===== src/rtl/instr_block_sequencer.sv =====
// Instruction fetch sequencer: pulls 16-word blocks from program memory into the
// fetch buffer, then paces PC increments against the execute stage until halt or end.
module instr_block_sequencer #(
   parameter int NUM_INSTR = 4096,
   parameter int BLK_WORDS = 16,
   parameter int BLK_IDX_W = 8
) (
   input  logic                       clk_i,
   input  logic                       rst_n_i,
   input  logic                       start_i,
   output logic                       mem_req_vld_o,
   input  logic                       mem_req_rdy_i,
   output logic [BLK_IDX_W-1:0]       mem_req_blk_o,
   input  logic                       mem_rsp_vld_i,
   input  logic [31:0]                mem_rsp_data_i,
   output logic [BLK_WORDS-1:0][31:0] blk_data_o,
   output logic                       blk_vld_o,
   input  logic [31:0]                instr_i,
   input  logic                       exec_rdy_i,
   output logic                       inc_pc_o,
   output logic                       busy_o,
   output logic                       done_o
);
   localparam int CNT_W = $clog2(BLK_WORDS);
   localparam logic [BLK_IDX_W-1:0] LAST_BLK  = BLK_IDX_W'(NUM_INSTR / BLK_WORDS - 1);
   localparam logic [CNT_W-1:0]     LAST_WORD = CNT_W'(BLK_WORDS - 1);

   typedef enum logic [2:0] {
      S_IDLE,
      S_REQ,
      S_FILL,
      S_LOAD,
      S_RUN,
      S_DONE
   } state_e;

   state_e                     state_q, state_d;
   logic [BLK_IDX_W-1:0]       blk_idx_q, blk_idx_d;
   logic [CNT_W-1:0]           beat_q, beat_d;
   logic [CNT_W-1:0]           word_q, word_d;
   logic [BLK_WORDS-1:0][31:0] blk_data_q, blk_data_d;
   logic                       inc_pc_q, inc_pc_d;
   logic                       halt;

   assign halt = instr_i[30] & instr_i[29];

   always_ff @(posedge clk_i) begin
      if (!rst_n_i) begin
         state_q    <= S_IDLE;
         blk_idx_q  <= '0;
         beat_q     <= '0;
         word_q     <= '0;
         blk_data_q <= '0;
         inc_pc_q   <= 1'b0;
      end else begin
         state_q    <= state_d;
         blk_idx_q  <= blk_idx_d;
         beat_q     <= beat_d;
         word_q     <= word_d;
         blk_data_q <= blk_data_d;
         inc_pc_q   <= inc_pc_d;
      end
   end

   always_comb begin
      state_d    = state_q;
      blk_idx_d  = blk_idx_q;
      beat_d     = beat_q;
      word_d     = word_q;
      blk_data_d = blk_data_q;
      inc_pc_d   = 1'b0;
      case (state_q)
         S_IDLE, S_DONE: begin
            if (start_i) begin
               state_d   = S_REQ;
               blk_idx_d = '0;
            end
         end
         S_REQ: begin
            if (mem_req_rdy_i) begin
               state_d = S_FILL;
               beat_d  = '0;
            end
         end
         S_FILL: begin
            // Response beats are only captured here, so strays elsewhere are dropped.
            if (mem_rsp_vld_i) begin
               blk_data_d[beat_q] = mem_rsp_data_i;
               beat_d             = beat_q + 1'b1;
               if (beat_q == LAST_WORD) state_d = S_LOAD;
            end
         end
         S_LOAD: begin
            state_d = S_RUN;
            word_d  = '0;
         end
         S_RUN: begin
            // Halt is tested first so it wins over end-of-block.
            if (exec_rdy_i) begin
               if (halt) begin
                  state_d = S_DONE;
               end else begin
                  inc_pc_d = 1'b1;
                  if (word_q != LAST_WORD) begin
                     word_d = word_q + 1'b1;
                  end else if (blk_idx_q == LAST_BLK) begin
                     state_d = S_DONE;
                  end else begin
                     blk_idx_d = blk_idx_q + 1'b1;
                     state_d   = S_REQ;
                  end
               end
            end
         end
         default: state_d = S_IDLE;
      endcase
   end

   assign mem_req_vld_o = (state_q == S_REQ);
   assign mem_req_blk_o = blk_idx_q;
   assign blk_data_o    = blk_data_q;
   assign blk_vld_o     = (state_q == S_LOAD);
   assign inc_pc_o      = inc_pc_q;
   assign busy_o        = (state_q != S_IDLE) && (state_q != S_DONE);
   assign done_o        = (state_q == S_DONE);

endmodule


===== config.mk =====
export PLATFORM = sky130hd
export DESIGN_NAME = instr_block_sequencer
export DESIGN_NICKNAME = d
export VERILOG_FILES = /design/src/rtl/instr_block_sequencer.sv
export SDC_FILE = /design/constraint.sdc
export NUM_CORES = 1
export LEC_CHECK = 0
export ABC_AREA = 1
export CAP_MARGIN = 20
export CORE_AREA = 3 3 231 233
export CTS_CLUSTER_SIZE = 10
export DETAILED_ROUTE_END_ITERATION = 6
export DIE_AREA = 0 0 234 236
export GPL_ROUTABILITY_DRIVEN = 1
export GPL_TIMING_DRIVEN = 0
export PLACE_DENSITY = 0.71
export SLEW_MARGIN = 20
export SYNTH_ARGS = -nofsm -noshare
export SYNTH_HDL_FRONTEND = slang
export SYNTH_SLANG_ARGS = --single-unit

===== constraint.sdc =====
create_clock -name clk_i -period 3.4 [get_ports clk_i]
set_input_delay 0.68 -clock clk_i [delete_from_list [all_inputs] [get_ports clk_i]]
set_output_delay 0.68 -clock clk_i [all_outputs]
set_load 0.03 [all_outputs]

==> key figures <==
Floorplanning
  • Starting Density: around 37%
  • Die area: between 50,000 and 60,000 um^2
  • # rows: 83
  • Area of the core: between 50,000 and 60,000 um^2
  • Top Ports: about 600
  • Die X: approximately 230 um
  • Die Height: roughly 240 um

Critical path
  • Slowest CP cell: clkdlybuf4s50_1
  • Top delay family on crit path: buffers and inverters
  • Critical path class: reg -> out
  • Critical path buffers and inverters: 3
  • Worst Path Arrival: between 2000 and 2500 ps
  • Max incr delay on CP: between 600 and 700 ps
  • CP max FO: 7
  • Worst path required time: 2720 ps
  • Most frequent CP cell: inv_1
  • CP Launch Type: flop
  • Critical Path End Type: primary output
  • Crit-path cells: inv_1 > nor2_1 > nand2_1 > inv_1 > clkdlybuf4s50_1

STA
  • Max-slew violations: 0
  • Worst-Margin Slew: 1230 ps
  • Fin crit share: 86.5%
  • RSZ-0062 raised after global routing: false
  • Setup Skew: around 19 ps
  • Fin worst setup slack: about 460 ps
  • Final Hold Viols: 0
  • Setup tns final: 0 ps
  • Rel. slew slack: 18.1%
  • # setup viols final: 0
  • Final min period: 2940 ps
  • Max Fclk: between 300 and 400 MHz

Global route
  • Vias in the first global route: ~18,000
  • GRT overflow: 0
  • Initial antenna violation count: 1
  • Total track usage: 29.2%
  • First-pass GRT wire length: roughly 120,000 um
  • Largest net degree at the start of global routing: 16

Pwr
  • LEAKAGE: ~0.011 uW
  • VDD IR max: about 0.39 mV
  • P per Cell Area: about 510 nW/um^2

Drt
  • Post-route ant nets: 0
  • DR vias/cell: ~4.9
  • Detailed Route WL: 83,700 um
  • Final routed DRC violation total: 0
  • DR pass1 iterations: 5
  • Initial DRC count: about 1,400
  • Overall via count from detail_route: roughly 19,000
  • WL/cell: around 22 um

Final layout
  • P&R area growth vs syn: 42.8%
  • Layout cells sized above 1: slightly below 6%
  • Final Util: 53.0%
  • NumNets Final: 3,194
  • Fin area: 27,300 um^2
  • Fillers: 4,819

Clock network
  • CTS tree: built
  • CTS resizes: 0
  • CTS sink count: about 530
  • Clock Root Buffer: clkbuf_16
  • Clk buf depth: 3
  • Worst-path clk slew: around 60 ps
  • Setup Buffers After CTS: 0
  • Num CTS Buffers: 60
  • Clock Latency Late Sink: between 600 and 700 ps
  • Cts hold-fix bufs: 0
  • H-tree depth: 2

Logic synthesis
  • Sequential area share after synthesis: about 56%
  • Mapped Avg Cell Area: roughly 7.7 um^2
  • Net Count, Synth: around 2,600
  • Warnings from Yosys: 0
  • Main flop type after synthesis: dfxtp_1
  • Yosys top cell area share: 55.8%
  • Post-synth EDFFs: 0
  • Synthesized instance count: 2,491
  • Distinct cells, synth: 28
  • Dominant cells by area after synthesis: dfxtp_1 (56%), nor2_1 (21%), o21ai_0 (12%)
  • Asr flop ratio synth: 0%
  • Yosys top cell by area: dfxtp_1
  • Synthesis-stage register bit count: between 500 and 600
  • Syn Std Cell Area: around 19,000 um^2

Placement
  • Detailed Place HPWL: a little over 60,000 um
  • Port bufs: around 560
  • Placed cell area: about 26,000 um^2
  • Final Wtd Congestion: 0.872
  • Placement Setup Slack: about 430 ps

Status
  • Outcome: completed

Flow run
  • Max_cap viols: 0

Worst hold path
  • Hold Crit Class: reg -> reg
[final cells by class]
| cell class | count | area, um^2 | area share (%) |
|---|---|---|---|
| multi-input cells | 1715 | 7370 | 27.0 |
| well taps | 680 | 851 | 3.12 |
| flip-flops and latches | 532 | 10700 | 39.1 |
| repair buffers | 565 | 5660 | 20.8 |
| inverters | 56 | 210 | 0.771 |
| diodes | 1 | 2.50 | 0.00918 |
| clock inverters | 2 | 21.3 | 0.0780 |
| plain buffers | 188 | 865 | 3.17 |
| clock buffers | 73 | 1630 | 5.99 |
[cells in the final DEF, fill, tap and decap left out, drive strengths merged]
| cell | count |
|---|---|
| clkdlybuf4s50 | 563 |
| diode | 1 |
| inv | 55 |
| nand3b | 1 |
| a21oi | 9 |
| clkinv | 3 |
| clkbuf | 155 |
| xor2 | 1 |
| nor2 | 1069 |
| nand2 | 68 |
| xnor2 | 2 |
| nor3 | 2 |
| ha | 6 |
| nand4 | 11 |
| nand3 | 24 |
| o21ai | 522 |
| buf | 108 |
| dfxtp | 532 |
[per-stage QoR]
stage	hold WS, ps	power, uW	std cells
2_1_floorplan	479	7500	2491
4_1_cts	483	14000	3811
3_5_place_dp	470	8220	3736
5_1_grt	501	14300	3811
3_3_place_gp	461	8210	3734
6_report	476	13900	3812
[final timing paths]
check | from | endpoint | slack, ps | depth (start not counted)
min reg2reg | blk_data_o[408] | blk_data_o[408] | 480 | 2
max reg2reg | beat_q[0] | blk_data_o[510] | 1150 | 9
max | state_q[0] | mem_req_vld_o | 460 | 5
min | blk_data_o[408] | blk_data_o[408] | 480 | 2
[report_power, final]
| group | leakage (uW) | switching, uW | total, uW | internal, uW |
|---|---|---|---|---|
| clock network | 0.000812 | 2480 | 5780 | 3300 |
| registers | 0.00429 | 104 | 6490 | 6380 |
| logic | 0.00587 | 1120 | 1610 | 489 |
[registers in the layout, summed over array words and instances (netlist names)]
signal,count
beat_q,4
blk_data_o,512
inc_pc_o,1
mem_req_blk_o,8
state_q,3
word_q,4
[routing by layer]
metal | global-route usage, % | wire length [um] | vias to the layer above
met2 | 48.1 | 38900 | 795
met1 | 35.8 | 33600 | 8741
li1 | - | - | 9156
met5 | 0 | 0 | -
met3 | 9.77 | 8370 | 149
met4 | 9.65 | 2850 | 0
[cell usage after synthesis (2+ instances only)]
library cell     n
o21ai_1         79
buf_2           55
ha_1             6
nand4_1         11
a21oi_1          9
nand3_2          2
buf_4           15
xnor2_1          2
buf_6            4
inv_2           15
nand2_4          4
nor2_1        1057
buf_1           33
nand2_1         63
clkbuf_1        81
o21ai_0        442
nor3_1           2
nor2_4          10
dfxtp_1        532
nand3_1         22
inv_1           40
[tightest hold or removal path: stages, from the launching register on]
cell and delay [ps]:
dfxtp_1 320, nor2_1 40, nor2_1 80
[cell families (layout without fill, tap and decap cells)]
logic type / after synthesis / in the layout / synth area share (%)
AO/OA/AOI/OAI: 531 / 531 / 13.9
buffers and inverters: 244 / 884 / 5.61
XOR/XNOR: 3 / 3 / 0.138
AND/OR/NAND/NOR: 1175 / 1175 / 24.1
other: 0 / 1 / 0
adder cells (fa/ha/maj): 6 / 6 / 0.393
flip-flops: 532 / 532 / 55.8
(Power assumes the default switching activity.)
